<file path="src/rtl/aula_201029_qsys_s2m_pkg.sv">
// Shared constants and types for the stream-to-memory writer: CSR map,
// STATUS bit positions, FSM state type and default geometry.
package aula_201029_qsys_s2m_pkg;

  localparam int unsigned DEFAULT_DATA_W      = 32;
  localparam int unsigned DEFAULT_ADDR_W      = 14;
  localparam int unsigned DEFAULT_DEPTH_WORDS = 10240;

  localparam logic [1:0] CSR_CONTROL = 2'd0;
  localparam logic [1:0] CSR_BASE    = 2'd1;
  localparam logic [1:0] CSR_LENGTH  = 2'd2;
  localparam logic [1:0] CSR_STATUS  = 2'd3;

  localparam int CTRL_START_BIT     = 0;
  localparam int CTRL_ABORT_BIT     = 1;

  localparam int STAT_BUSY_BIT      = 0;
  localparam int STAT_DONE_BIT      = 1;
  localparam int STAT_WRAPPED_BIT   = 2;
  localparam int STAT_EARLY_EOP_BIT = 3;
  localparam int STAT_WORDS_LSB     = 16;

  typedef enum logic [1:0] {
    S_IDLE  = 2'd0,
    S_RUN   = 2'd1,
    S_DRAIN = 2'd2
  } s2m_state_e;

  function automatic logic [15:0] sat_inc16(input logic [15:0] v);
    return (v == 16'hFFFF) ? v : v + 16'd1;
  endfunction

endpackage

</file>
<file path="src/rtl/aula_201029_qsys_s2m_fifo.sv">
// Synchronous first-word-fall-through buffer between the stream sink and the
// memory write port; head is served straight from the storage registers.
module aula_201029_qsys_s2m_fifo #(
  parameter int DATA_W = 32,
  parameter int DEPTH  = 4
) (
  input  logic                     clk,
  input  logic                     reset_n,
  input  logic                     flush,
  input  logic                     push,
  input  logic [DATA_W-1:0]        push_data,
  input  logic                     pop,
  output logic [DATA_W-1:0]        head,
  output logic                     full,
  output logic                     empty,
  output logic [$clog2(DEPTH):0]   level
);
  localparam int PTR_W = $clog2(DEPTH);

  logic [DATA_W-1:0] store [DEPTH];
  logic [PTR_W-1:0]  wr_ptr;
  logic [PTR_W-1:0]  rd_ptr;
  logic [PTR_W:0]    count;
  logic              do_push;
  logic              do_pop;

  assign full    = (count == (PTR_W+1)'(DEPTH));
  assign empty   = (count == '0);
  assign do_push = push && !full && !flush;
  assign do_pop  = pop && !empty && !flush;
  assign head    = store[rd_ptr];
  assign level   = count;

  // NOTE: storage is deliberately not reset; the count gates every read and
  // the top masks write data while idle, so stale contents never escape.
  always_ff @(posedge clk) begin
    if (do_push) store[wr_ptr] <= push_data;
  end

  // NOTE: sequential state uses non-blocking assignments so every register
  // samples pre-edge values regardless of statement order.
  always_ff @(posedge clk or negedge reset_n) begin
    if (!reset_n) begin
      wr_ptr <= '0;
      rd_ptr <= '0;
      count  <= '0;
    end else if (flush) begin
      wr_ptr <= '0;
      rd_ptr <= '0;
      count  <= '0;
    end else begin
      if (do_push) wr_ptr <= wr_ptr + PTR_W'(1);
      if (do_pop)  rd_ptr <= rd_ptr + PTR_W'(1);
      case ({do_push, do_pop})
        2'b10:   count <= count + (PTR_W+1)'(1);
        2'b01:   count <= count - (PTR_W+1)'(1);
        default: ;
      endcase
    end
  end

endmodule

</file>
<file path="src/rtl/aula_201029_qsys_stream_to_mem_writer.sv">
// Avalon-ST sink to on-chip memory writer: CSR-programmed base/length, one
// buffered word per cycle written to a wrapping word address.
module aula_201029_qsys_stream_to_mem_writer
  import aula_201029_qsys_s2m_pkg::*;
#(
  parameter int DATA_W      = DEFAULT_DATA_W,
  parameter int ADDR_W      = DEFAULT_ADDR_W,
  parameter int DEPTH_WORDS = DEFAULT_DEPTH_WORDS,
  parameter int FIFO_DEPTH  = 4
) (
  input  logic              clk,
  input  logic              reset_n,
  input  logic [DATA_W-1:0] snk_data,
  input  logic              snk_valid,
  input  logic              snk_endofpacket,
  output logic              snk_ready,
  input  logic [1:0]        csr_address,
  input  logic              csr_write,
  input  logic [31:0]       csr_writedata,
  input  logic              csr_read,
  output logic [31:0]       csr_readdata,
  output logic [ADDR_W-1:0] mem_address,
  output logic [3:0]        mem_byteenable,
  output logic              mem_chipselect,
  output logic              mem_write,
  output logic [DATA_W-1:0] mem_writedata,
  output logic              mem_clken
);
  localparam int LVL_W = $clog2(FIFO_DEPTH) + 1;

  s2m_state_e        state;
  s2m_state_e        state_next;
  logic [ADDR_W-1:0] base_q;
  logic [15:0]       length_q;
  logic [ADDR_W-1:0] wptr_q;
  logic [15:0]       accepted_q;
  logic [15:0]       words_q;
  logic              done_q;
  logic              wrapped_q;
  logic              early_q;
  logic              clken_q;
  logic [31:0]       readdata_q;
  logic [31:0]       rd_mux;

  logic              ctrl_wr;
  logic              start;
  logic              abort;
  logic              busy;
  logic              accept;
  logic              last_word;
  logic              wr_en;
  logic              fifo_full;
  logic              fifo_empty;
  logic [LVL_W-1:0]  fifo_level;
  logic [DATA_W-1:0] fifo_head;
  logic              unused_bits;

  assign ctrl_wr     = csr_write && (csr_address == CSR_CONTROL);
  assign start       = ctrl_wr && csr_writedata[CTRL_START_BIT];
  assign abort       = ctrl_wr && csr_writedata[CTRL_ABORT_BIT];
  assign busy        = (state != S_IDLE);
  assign accept      = snk_valid && snk_ready;
  assign last_word   = ((accepted_q + 16'd1) == length_q);
  // Abort is combinational here so the write in its own cycle is already gone.
  assign wr_en       = busy && !fifo_empty && !abort;
  assign unused_bits = ^csr_writedata;

  aula_201029_qsys_s2m_fifo #(
    .DATA_W (DATA_W),
    .DEPTH  (FIFO_DEPTH)
  ) u_fifo (
    .clk       (clk),
    .reset_n   (reset_n),
    .flush     (abort),
    .push      (accept),
    .push_data (snk_data),
    .pop       (wr_en),
    .head      (fifo_head),
    .full      (fifo_full),
    .empty     (fifo_empty),
    .level     (fifo_level)
  );

  always_ff @(posedge clk or negedge reset_n) begin
    if (!reset_n) state <= S_IDLE;
    else          state <= state_next;
  end

  // NOTE: every always_comb output gets a default first so no path infers a latch.
  always_comb begin
    state_next = state;
    snk_ready  = 1'b0;
    unique case (state)
      S_IDLE: begin
        if (start && (length_q != 16'd0)) state_next = S_RUN;
      end
      S_RUN: begin
        snk_ready = !fifo_full && !abort;
        if (accept && (last_word || snk_endofpacket)) state_next = S_DRAIN;
      end
      S_DRAIN: begin
        if (fifo_empty || (wr_en && fifo_level == LVL_W'(1))) state_next = S_IDLE;
      end
      default: state_next = S_IDLE;
    endcase
    if (abort) state_next = S_IDLE;
  end

  always_ff @(posedge clk or negedge reset_n) begin
    if (!reset_n) begin
      base_q     <= '0;
      length_q   <= '0;
      wptr_q     <= '0;
      accepted_q <= '0;
      words_q    <= '0;
      done_q     <= 1'b0;
      wrapped_q  <= 1'b0;
      early_q    <= 1'b0;
      clken_q    <= 1'b0;
    end else begin
      clken_q <= 1'b1;

      if ((state == S_IDLE) && csr_write) begin
        case (csr_address)
          CSR_BASE:   base_q   <= csr_writedata[ADDR_W-1:0];
          CSR_LENGTH: length_q <= csr_writedata[15:0];
          default:    ;
        endcase
      end

      if ((state == S_IDLE) && start && !abort) begin
        if (length_q != 16'd0) begin
          done_q     <= 1'b0;
          wrapped_q  <= 1'b0;
          early_q    <= 1'b0;
          words_q    <= '0;
          accepted_q <= '0;
          wptr_q     <= base_q;
        end else begin
          done_q <= 1'b1;
        end
      end

      if (accept) begin
        accepted_q <= accepted_q + 16'd1;
        if (snk_endofpacket && !last_word) early_q <= 1'b1;
      end

      if (wr_en) begin
        words_q <= sat_inc16(words_q);
        if (wptr_q == ADDR_W'(DEPTH_WORDS - 1)) begin
          wptr_q    <= '0;
          wrapped_q <= 1'b1;
        end else begin
          wptr_q <= wptr_q + ADDR_W'(1);
        end
      end

      if ((state == S_DRAIN) && (state_next == S_IDLE) && !abort) done_q <= 1'b1;
      if (abort) done_q <= 1'b0;
    end
  end

  always_comb begin
    rd_mux = '0;
    case (csr_address)
      CSR_BASE:   rd_mux[ADDR_W-1:0] = base_q;
      CSR_LENGTH: rd_mux[15:0]       = length_q;
      CSR_STATUS: begin
        rd_mux[STAT_BUSY_BIT]      = busy;
        rd_mux[STAT_DONE_BIT]      = done_q;
        rd_mux[STAT_WRAPPED_BIT]   = wrapped_q;
        rd_mux[STAT_EARLY_EOP_BIT] = early_q;
        rd_mux[31:STAT_WORDS_LSB]  = words_q;
      end
      default: ;
    endcase
  end

  always_ff @(posedge clk or negedge reset_n) begin
    if (!reset_n) readdata_q <= '0;
    else          readdata_q <= csr_read ? rd_mux : 32'd0;
  end

  assign csr_readdata   = readdata_q;
  assign mem_chipselect = wr_en;
  assign mem_write      = wr_en;
  assign mem_byteenable = wr_en ? 4'hF : 4'h0;
  assign mem_writedata  = wr_en ? fifo_head : '0;
  assign mem_address    = wptr_q;
  assign mem_clken      = clken_q;

endmodule
</file>
<file path="config.mk">
export PLATFORM = sky130hd
export DESIGN_NAME = aula_201029_qsys_stream_to_mem_writer
export DESIGN_NICKNAME = d
export VERILOG_FILES = /design/src/rtl/aula_201029_qsys_s2m_pkg.sv /design/src/rtl/aula_201029_qsys_s2m_fifo.sv /design/src/rtl/aula_201029_qsys_stream_to_mem_writer.sv
export SDC_FILE = /design/constraint.sdc
export NUM_CORES = 1
export LEC_CHECK = 0
export CAP_MARGIN = 5
export CORE_ASPECT_RATIO = 0.75
export CORE_MARGIN = 2
export CORE_UTILIZATION = 48
export CTS_CLUSTER_DIAMETER = 60
export CTS_CLUSTER_SIZE = 30
export DETAILED_ROUTE_END_ITERATION = 8
export PLACE_DENSITY = 0.72
export SYNTH_ARGS = -nofsm -noshare
export SYNTH_HDL_FRONTEND = slang
export SYNTH_SLANG_ARGS = --single-unit
</file>
<file path="constraint.sdc">
create_clock -name clk -period 3.9 [get_ports clk]
set_input_delay 0.585 -clock clk [delete_from_list [all_inputs] [get_ports clk]]
set_output_delay 0.585 -clock clk [all_outputs]
set_load 0.03 [all_outputs]
</file>
Yosys cells after proc, flatten, opt, wreduce, memory -nomap -nowiden
Memories as Yosys holds them, arrays and structs flattened.
Index checks and enable logic that the tools add are counted.

cells by class
  $add $sub $neg = 7
  equal/unequal tests = 13
  mux-type cells = 42
  reductions and logical operators = 45

operators with widths
  cell                   count
  $mux 16                6
  $mux 32                2
  $mux 14                4
  $add 16x1->16 const B  2
  $logic_and 1x1->1      20
  $pmux 10 s2            1
  $mux 2                 9
  $eq 16x16->1           1
  $eq 16x16->1 const B   1
  $reduce_bool 16->1     1
  $mux 1                 15
  $add 14x1->14 const B  1
  $eq 14x14->1 const B   1
  $reduce_bool 2->1      7
  $pmux 4 s3             1
  $eq 2x2->1 const B     4
  $reduce_and 2->1       4
  $eq 2x1->1 const B     3
  $logic_not 2->1        3
  $pmux 2 s3             1
  $pmux 3 s2             1
  $reduce_bool 3->1      2
  $add 2x1->2 const B    2
  $logic_not 1->1        4
  10 further kinds       11

word-level totals
  register bits = 121
  memory bits (writable) = 128
  input bits = 72
  output and inout bits = 86
  memories = 1

memories
  memory        depth  bits a word  rd ports  clocked after Yosys merged registers in  write ports  line                             text
  u_fifo.store  4      32           1         0                                        1            aula_201029_qsys_s2m_fifo.sv:20  logic [DATA_W-1:0] store [DEPTH];

Longest topological paths before layout
Gate-level depths: netlist of the first run.

  depth in word-level cells = 16
  depth in mapped cells = 11
  gate-level depth less buffers = 9

Hierarchy
A second synthesis of the first run with hierarchy kept.

second synthesis, totals
  cells, all modules = 795
  area total of the unflattened synthesis = 10961.8 um^2

by module, submodules not included
  module                                 instances  cells each  area an instance (um^2)  seq. area each (um^2)
  aula_201029_qsys_stream_to_mem_writer  1          563         5791.8                   2852.7
  aula_201029_qsys_s2m_fifo              1          232         5170.0                   4018.9

Worst setup path after synthesis of the first run
No wires, ideal clock.

  path kind = input to register
  from = in csr_address[0]
  to = mem u_fifo.store[0][0], enable pin
  library setup time = 0.392 ns
  data arrival time = 2.509 ns
  data required time = 3.508 ns
  setup slack = 0.999 ns
  cell stages on the path = 7
  path buffers = 2
  cells stage by stage = inv_1 ha_1 nand3_1 and4_1 clkbuf_1 clkbuf_1 and2_1

on the way
  word-level cells in the longest chain between the ends = 11

ends and longest elaborated chain
  element                           line                                                                          text
  from (decl)                       aula_201029_qsys_stream_to_mem_writer.sv:17                                   input logic [1:0] csr_address,
  $logic_not 2->1 (*)               aula_201029_qsys_stream_to_mem_writer.sv:58                                   assign ctrl_wr = csr_write && (csr_address == CSR_CONTROL);
  $logic_and 1x1->1 (*)             aula_201029_qsys_stream_to_mem_writer.sv:58
  $logic_and 1x1->1 (*)             aula_201029_qsys_stream_to_mem_writer.sv:60                                   assign abort = ctrl_wr && csr_writedata[CTRL_ABORT_BIT];
  $logic_not 1->1 (*)               aula_201029_qsys_s2m_fifo.sv:29, aula_201029_qsys_stream_to_mem_writer.sv:98
  $logic_and 1x1->1                 aula_201029_qsys_stream_to_mem_writer.sv:98                                   snk_ready = !fifo_full && !abort;
  $mux 1                            aula_201029_qsys_stream_to_mem_writer.sv:93                                   unique case (state)
  $logic_and 1x1->1                 aula_201029_qsys_stream_to_mem_writer.sv:62                                   assign accept = snk_valid && snk_ready;
  $logic_and 1x1->1                 aula_201029_qsys_s2m_fifo.sv:29                                               assign do_push = push && !full && !flush;
  $logic_and 1x1->1 (*)             aula_201029_qsys_s2m_fifo.sv:29
  $mux 1 (*)                        aula_201029_qsys_s2m_fifo.sv:37                                               if (do_push) store[wr_ptr] <= push_data;
  $mux 1 (not written as such) (*)  aula_201029_qsys_s2m_fifo.sv:37
  to (decl)                         aula_201029_qsys_s2m_fifo.sv:20

Every way passes the cells marked *; elsewhere a longest branch is shown, timed or not.

Final worst setup path of the first run
  from = in csr_address[0]
  to = out mem_writedata[23]

on the way
  word-level cells in the longest chain between the ends = 6

ends and longest elaborated chain
  element            line                                          text
  $logic_not 2->1    aula_201029_qsys_stream_to_mem_writer.sv:58
  $logic_and 1x1->1  aula_201029_qsys_stream_to_mem_writer.sv:58
  $logic_and 1x1->1  aula_201029_qsys_stream_to_mem_writer.sv:60
  $logic_not 1->1    aula_201029_qsys_stream_to_mem_writer.sv:65   assign wr_en = busy && !fifo_empty && !abort;
  $logic_and 1x1->1  aula_201029_qsys_stream_to_mem_writer.sv:65
  $mux 32            aula_201029_qsys_stream_to_mem_writer.sv:189  assign mem_writedata = wr_en ? fifo_head : '0;
  to (decl)          aula_201029_qsys_stream_to_mem_writer.sv:26   output logic [DATA_W-1:0] mem_writedata,

Every way passes these cells.

==> results of run 1 <==
## power by group through the flow
stage	Sequential (uW)	Clock [uW]	Combinational [uW]
6_report	3720	1790	3670
3_3_place_gp	3770	0	3650
5_1_grt	3800	1940	3950
4_1_cts	3730	1840	3710
3_5_place_dp	3780	0	3690
2_1_floorplan	3740	0	2460
## path summary, 6_finish.rpt
kind                                startpoint           endpoint  cells after the start
worst max-delay path            csr_address[0]  mem_writedata[23]                      9
worst min-delay path                   reset_n      accepted_q[2]                      1
worst max register to register   accepted_q[0]           state[0]                      7
worst min register to register  accepted_q[15]     accepted_q[15]                      1
max in group asynchronous              reset_n   csr_readdata[21]                      2
min in group clk                accepted_q[15]     accepted_q[15]                      1
## metrics by stage
stage | cell area [um2] | hold slack (ps)
final | 13100 | 153
after global routing | 13100 | 199
after CTS | 13100 | 196
after detailed placement | 12600 | 484
after global placement | 12600 | 479
after floorplan | 10900 | 289
## flip-flops by register name, indices dropped and copies added, names as in the netlist
name,cells
accepted_q,16
base_q,14
csr_readdata,32
done_q,1
early_q,1
length_q,16
mem_address,14
mem_clken,1
state,2
u_fifo.level,3
u_fifo.rd_ptr,2
u_fifo.store,128
u_fifo.wr_ptr,2
words_q,16
wrapped_q,1
## worst reg2reg max path, stage by stage (launching register included)
cell,delay [ps]
sky130_fd_sc_hd__dfrtp_1,480
sky130_fd_sc_hd__ha_1,360
sky130_fd_sc_hd__xor2_1,180
sky130_fd_sc_hd__a311oi_2,240
sky130_fd_sc_hd__o211ai_1,130
sky130_fd_sc_hd__or4_4,570
sky130_fd_sc_hd__a2111oi_4,470
sky130_fd_sc_hd__o31ai_1,140
## routing by layer
layer / wire length (um) / part of all wire, %
met1: 10700 / 47
met2: 10400 / 46
met3: 1200 / 5.3
met4: 405 / 1.8
met5: 0 / 0
## cell families after synthesis
logic type      count (synthesis)  synth area share, %
flops                         249                 63.1
simple gates                  240                 12.1
compound gates                109                 6.88
buf+inv                        67                 2.63
mux                            64                 9.92
xor+xnor                       44                 3.54
fa+ha+maj                      16                 1.82
other cells                     1               0.0344
## final cells by class
type / count / area (um2) / area share [%]
sequential: 249 / 6870 / 52.5
inverter: 16 / 60.1 / 0.459
multi-input combinational: 474 / 3730 / 28.5
clock inverter: 11 / 150 / 1.15
tap: 294 / 368 / 2.81
timing repair buffer: 159 / 1520 / 11.7
clock buffer: 15 / 375 / 2.87
## layout by cell type, fill, tap and decap left out, types with 6 or more instances in the layout
master	n
sky130_fd_sc_hd__edfxtp_1	128
sky130_fd_sc_hd__dfrtp_1	120
sky130_fd_sc_hd__clkdlybuf4s50_1	102
sky130_fd_sc_hd__buf_4	51
sky130_fd_sc_hd__nor2_1	49
sky130_fd_sc_hd__nand2_1	40
sky130_fd_sc_hd__and2_1	39
sky130_fd_sc_hd__xnor2_1	35
sky130_fd_sc_hd__o21ai_0	34
sky130_fd_sc_hd__mux4_2	32
sky130_fd_sc_hd__mux2_2	31
sky130_fd_sc_hd__and3_1	30
sky130_fd_sc_hd__nand3_1	21
sky130_fd_sc_hd__inv_1	16
sky130_fd_sc_hd__a21oi_1	15
sky130_fd_sc_hd__ha_1	15
sky130_fd_sc_hd__clkbuf_16	15
sky130_fd_sc_hd__nor4_1	12
sky130_fd_sc_hd__a22oi_1	11
sky130_fd_sc_hd__nand4_1	10
sky130_fd_sc_hd__xor2_1	9
sky130_fd_sc_hd__nor3b_1	8
sky130_fd_sc_hd__o31ai_1	7
sky130_fd_sc_hd__a31oi_1	7
sky130_fd_sc_hd__nor3_1	6
sky130_fd_sc_hd__buf_12	6
==> impl_results.rst, run 1 <==
.. list-table::
   :header-rows: 1

   * - Metric
     - Value
   * - Run status
     - complete, no violations
   * - Async set-or-reset flop fraction in the synthesized netlist
     - 48.6%
   * - Maximum fanout along the worst path
     - 38
   * - Setup crit start kind
     - primary input
   * - Synth-to-layout area growth
     - 20.1%
   * - Met2 Track Usage GR
     - 29.5%
   * - Critical path's slowest cell
     - sky130_fd_sc_hd__clkdlybuf4s50_1
   * - Total wirelength of the detailed-routed design
     - 22700 um
   * - Clock buffer count from CTS
     - 15
   * - Proportion of synthesized chip area in sequential cells
     - 63.1%
   * - Antenna violations before repair
     - 0
   * - Overall overflow remaining after global route
     - 0
   * - Critical path required time
     - 3310 ps
   * - Cell type with the largest total area after synthesis
     - sky130_fd_sc_hd__edfxtp_1
   * - Detailed-router iteration count before antenna repair
     - 4
   * - Top cell type's share of synthesized area
     - 35.3%
   * - Delay of the slowest critical-path stage
     - 560 ps
   * - Remaining DRCs
     - 0
   * - Die boundary height
     - 134 um
   * - Transition time at the pin with the least slew margin
     - 991 ps
   * - Count of buffers added by post-CTS timing repair for setup
     - 0
   * - Cell Rows
     - 47
   * - Switching share of power
     - 37.6%
   * - Clock edge transition at the registers on the reported setup and hold paths
     - 100 ps
   * - RSZ-0062 raised after global routing
     - false
   * - Number of H-tree branching levels
     - 1
   * - Post-synth net total
     - 877
   * - Placed Instances
     - 1192
   * - Root Buffer
     - sky130_fd_sc_hd__clkbuf_16
   * - Number of global-route vias before repair
     - 6525
   * - Half-perimeter wire length of the detailed placement result
     - 15100 um
   * - Maximum ir drop on the vdd rail
     - 0.445 mV
   * - Final min period
     - 3190 ps
   * - Post-route total power
     - 9180 uW
   * - Max frequency
     - 314 MHz
   * - Setup Total Neg Slack
     - 0 ps
   * - Worst-case clock skew
     - 24.9 ps
   * - Final hold viol count
     - 0
   * - Total routing usage reported by global routing
     - 19.2%
   * - Worst min-delay path category
     - in -> async
   * - Number of buffers added to fix hold violations after cts
     - 0
   * - Count leader, synth
     - sky130_fd_sc_hd__edfxtp_1
   * - Number of buffers and inverters on the critical path
     - 5
   * - Number of maximum-capacitance constraint violations
     - 0
   * - Number of violations reported at the end of detailed-routing iteration 0
     - 524
   * - Max-slew violations
     - 0
   * - ANT nets after route
     - 0
   * - Register-to-register setup slack
     - 1220 ps
   * - Nets@finish
     - 1002
   * - CTS resizes
     - 0
   * - Cell-by-cell trace of the critical path
     - clkdlybuf4s50_1 -> inv_1 -> ha_1 -> nand3_1 -> nand3_1 -> inv_1 -> buf_4 -> and2_1 -> buf_4
   * - Number of enable-type register cells in the synthesized netlist
     - 128
   * - Leakage power
     - 0.00499 uW
   * - Post-Place Setup Slack
     - 560 ps
   * - Critical path capture point type
     - output pin
   * - Final-report setup violation count
     - 0
   * - Number of buffer cells added on primary ports
     - 141
   * - Post-layout util
     - 59.0%
   * - Non-Filler Instances
     - 1218
   * - Cell family with most CP delay
     - buffers and inverters
   * - Post-synthesis sequential element count
     - 249
   * - FILL cells
     - 1779
   * - Die extent in x
     - 178 um
   * - Worst-Skew Late Latency
     - 500 ps
   * - Wire length of the first global-routing pass
     - 36100 um
   * - Clock share of power
     - 19.5%
   * - Synth top area cells
     - sky130_fd_sc_hd__edfxtp_1, sky130_fd_sc_hd__dfrtp_1, sky130_fd_sc_hd__mux4_2, sky130_fd_sc_hd__mux2_2, sky130_fd_sc_hd__xnor2_1
   * - Post-synthesis cell area
     - 0.0109 mm2
   * - Initial core utilization
     - 49.1%
   * - Count of unique library cells instantiated by Yosys
     - 57
   * - Sw Pwr
     - 3450 uW
   * - Int Power
     - 5730 uW
   * - Inserted Diodes
     - 0
   * - Most frequent cells after synthesis
     - sky130_fd_sc_hd__edfxtp_1, sky130_fd_sc_hd__dfrtp_1, sky130_fd_sc_hd__nor2_1, sky130_fd_sc_hd__nand2_1, sky130_fd_sc_hd__and2_1
   * - Post-route clock period utilization
     - 81.7%
   * - Mean area per synthesized cell
     - 13.8 um2
   * - Mean routed wirelength per cell
     - 18.6 um
   * - Top_reg_cell synth
     - sky130_fd_sc_hd__edfxtp_1
   * - I/O pin cnt
     - 158
   * - Power per standard cell area
     - 702 mW/mm2
   * - Relative slew slack
     - 33.5%
   * - Maximum clock path buffer count
     - 3
   * - Sequential fraction of design power
     - 40.6%
   * - Layout cell share with drive strength beyond 1
     - 17.5%
   * - Via density per instance
     - 5.62
   * - Number of sinks driven by the clock tree
     - 249
   * - Post-route worst setup slack
     - 712 ps
   * - Gpl congestion
     - 0.825
   * - Vias after detailed routing
     - 6845
   * - Core box area
     - 0.0222 mm2
   * - Area enclosed by the die boundary
     - 0.0239 mm2
   * - Met1 Resource Use GR
     - 29.6%
   * - Data arrival time of the critical path
     - 2600 ps
   * - TritonCTS clock tree
     - built
   * - Maximum number of pins on one net before global-route repair
     - 61
   * - Class of the most critical setup path
     - in -> out
   * - Comb power frac
     - 40.0%
   * - Gate Count Post-Synth
     - 790
   * - Number of warning messages in the yosys log
     - 0
   * - Grt peak-use layer
     - met1
   * - Met3 demand-to-capacity share in global routing
     - 2.81%
Note: power is estimated with default switching activity, not from simulation.
==> inputs of run 2 (changes only) <==
Settings changed: PLACE_DENSITY 0.72 to 0.75.
Clock period 3.9 ns to 2.58 ns, I/O delays scaled along.
==> run 2 against run 1 <==
Die area stayed put. Cell count is 3.4% higher. Utilization is 1.5 points higher. Cell area is 2.5% higher. Non-clock buffer count is 42 higher. Count of clock-buffer cells in the layout stayed put. Sequential share of layout area is 1.3 points lower. Sequential power is 49% higher. Clock power is 41% higher. Critical path depth is 2 lower. Hold slack better by 280 ps. Highest routed layer unchanged.
==> impl_results.rst, run 2 (same netlist as run 1, synthesis figures left out) <==
.. list-table::
   :header-rows: 1

   * - Metric
     - Value
   * - Gpl congestion
     - 0.851 (+3.1%)
   * - Leading cell types in the layout, fill and taps excluded
     - sky130_fd_sc_hd__edfxtp_1, sky130_fd_sc_hd__dfrtp_1, sky130_fd_sc_hd__clkdlybuf4s50_1
   * - Cell-by-cell trace of the critical path
     - ha_1 -> xor2_1 -> a311oi_2 -> o211ai_1 -> or4_4 -> a2111oi_4 -> a21o_1
   * - Initial core utilization
     - 49.1% (unchanged)
   * - Worst min-delay path category
     - in -> async
   * - Root Buffer
     - sky130_fd_sc_hd__clkbuf_16
   * - Layout cell share with drive strength beyond 1
     - 21.8% (+4.2 points)
   * - Data arrival time of the critical path
     - 2880 ps (+280 ps)
   * - Number of maximum-capacitance constraint violations
     - 0 (unchanged)
   * - Most common cell after layout, fill and taps aside
     - sky130_fd_sc_hd__edfxtp_1
   * - Worst-Skew Late Latency
     - 500 ps (about the same)
   * - Power per standard cell area
     - 1050 mW/mm2 (+50%)
   * - Maximum clock path buffer count
     - 3 (unchanged)
   * - Number of global-route vias before repair
     - 6787 (+4.0%)
   * - Die extent in x
     - 178 um (unchanged)
   * - Maximum number of pins on one net before global-route repair
     - 42 (-31%)
   * - Switching share of power
     - 37.4% (-0.14 points)
   * - Critical path required time
     - 3010 ps (-300 ps)
   * - Critical path's slowest cell
     - sky130_fd_sc_hd__or4_4
   * - Post-Place Setup Slack
     - -19.6 ps (-580 ps)
   * - Number of buffers and inverters on the critical path
     - 0 (-5)
   * - Clock share of power
     - 18.0% (-1.5 points)
   * - Core box area
     - 0.0222 mm2 (unchanged)
   * - Setup Total Neg Slack
     - 0 ps (unchanged)
   * - Setup crit start kind
     - register
   * - Via density per instance
     - 5.56 (-1.1%)
   * - RSZ-0062 raised after global routing
     - false
   * - TritonCTS clock tree
     - built
   * - Clock edge transition at the registers on the reported setup and hold paths
     - 110 ps (about the same)
   * - Delay of the slowest critical-path stage
     - 570 ps (about the same)
   * - Final hold viol count
     - 0 (unchanged)
   * - Area enclosed by the die boundary
     - 0.0239 mm2 (unchanged)
   * - Mean routed wirelength per cell
     - 18.5 um (-0.48%)
   * - Overall overflow remaining after global route
     - 0 (unchanged)
   * - Cell Rows
     - 47 (unchanged)
   * - Final min period
     - 2450 ps
   * - Total wirelength of the detailed-routed design
     - 23400 um (+2.9%)
   * - Final-report setup violation count
     - 0 (unchanged)
   * - Nets@finish
     - 1044 (+4.2%)
   * - Number of violations reported at the end of detailed-routing iteration 0
     - 543 (+3.6%)
   * - Detailed-router iteration count before antenna repair
     - 5 (+1)
   * - Die boundary height
     - 134 um (unchanged)
   * - Maximum fanout along the worst path
     - 3 (-92%)
   * - Max frequency
     - 408 MHz
   * - Post-layout util
     - 60.5% (+1.5 points)
   * - Total routing usage reported by global routing
     - 19.9% (+0.63 points)
   * - Logic depth of the worst path, buffers included
     - 7 (-2)
   * - Class of the most critical setup path
     - reg -> reg
   * - Worst Hold Margin
     - 428 ps (+275 ps)
   * - Worst-case clock skew
     - 35.5 ps (+10.6 ps)
   * - Leakage power
     - 0.00519 uW (+4.0%)
   * - Clock buffer count from CTS
     - 15 (unchanged)
   * - Number of buffer cells added on primary ports
     - 141 (unchanged)
   * - Max reg flops
     - 128 (unchanged)
   * - Critical path capture point type
     - register
   * - Top register by number of flip-flops
     - u_fifo.store
   * - Max-slew violations
     - 0 (unchanged)
   * - Relative slew slack
     - 56.7% (+23 points)
   * - Run status
     - complete, no violations
   * - Maximum ir drop on the vdd rail
     - 1.03 mV (+130%)
   * - Post-route worst setup slack
     - 130 ps (-582 ps)
   * - ANT nets after route
     - 0 (unchanged)
   * - Comb power frac
     - 42.6% (+2.6 points)
   * - R2r worst-path depth
     - 7 (unchanged)
   * - Int Power
     - 8800 uW (+54%)
   * - Antenna violations before repair
     - 1 (+1)
   * - Sw Pwr
     - 5270 uW (+53%)
   * - Remaining DRCs
     - 0 (unchanged)
   * - Wire length of the first global-routing pass
     - 37000 um (+2.6%)
   * - Synth-to-layout area growth
     - 23.2%
   * - Post-route clock period utilization
     - 94.9%
   * - Sequential fraction of design power
     - 39.3% (-1.3 points)
   * - Final std cell area, no fill
     - 0.0134 mm2 (+2.5%)
   * - Cell family with most CP delay
     - compound AO/OA/AOI/OAI gates
   * - Vias after detailed routing
     - 7002 (+2.3%)
   * - Placed cell area
     - 0.0129 mm2 (+2.6%)
   * - I/O pin cnt
     - 158 (unchanged)
   * - Number of sinks driven by the clock tree
     - 249 (unchanged)
   * - Half-perimeter wire length of the detailed placement result
     - 16000 um (+6.1%)
   * - Number of H-tree branching levels
     - 1 (unchanged)
   * - Transition time at the pin with the least slew margin
     - 650 ps (-342 ps)
[run 2: cell types whose count changed in the layout (fill, tap and decap cells not counted), moves of 2 or more]
cell,delta
sky130_fd_sc_hd__and2_1,-5
sky130_fd_sc_hd__and2_2,+4
sky130_fd_sc_hd__buf_12,+3
sky130_fd_sc_hd__buf_4,+39
sky130_fd_sc_hd__clkinvlp_4,+2
sky130_fd_sc_hd__inv_12,-3
[run 2: worst paths after layout]
check	startpoint	end	slack [ps]
max	accepted_q[0]	state[1]	130
min	reset_n	length_q[5]	430
max reg2reg	accepted_q[0]	state[1]	130
min reg2reg	accepted_q[15]	accepted_q[15]	520
max in group asynchronous	reset_n	csr_readdata[5]	1440
min in group clk	snk_endofpacket	state[0]	490
[run 2: what timing repair did]
item	CTS	global route
resized for setup	1	3
endpoints found under the setup margin	38	38
pin swaps	0	1
hold buffers	1	0
setup buffers	1	2
hold endpoints to repair	37	0
[run 2: through the flow]
stage / std cells / power (uW)
floorplan: 790 / 9370
global placement: 1230 / 11500
detailed placement: 1230 / 11600
CTS: 1257 / 14100
global route: 1259 / 14800
finish: 1260 / 14100
[run 2: cell type report]
class | instances | area (um2)
Fill cell | 1749 | 8760
Clock buffer | 15 | 375
Inverter | 16 | 60.1
Timing Repair Buffer | 201 | 1880
Sequential cell | 249 | 6870
Clock inverter | 10 | 113
Tap cell | 294 | 368
Multi-Input combinational cell | 474 | 3740
Antenna cell | 1 | 2.50
[run 2: routing by layer]
layer / up-vias / share of wire, % / global-route usage, %
li1: 3267 / - / -
met1: 3507 / 46 / 29.4
met2: 200 / 46 / 31.2
met3: 28 / 6.4 / 3.77
met4: 0 / 1.5 / 3.51
met5: - / 0 / 0
[run 2: power groups by stage]
stage / combinational, uW / clock (uW) / sequential [uW]
after floorplan: 3720 / 0 / 5650
after global placement: 5860 / 0 / 5590
after detailed placement: 5960 / 0 / 5610
after CTS: 6010 / 2590 / 5530
after global routing: 6470 / 2740 / 5630
final: 6000 / 2530 / 5540
==> inputs of run 3 (changes only) <==
Settings changed: GPL_ROUTABILITY_DRIVEN from default to 0.
==> results of run 3 <==
Final layout, timing and power as in run 2 (identical DEF).
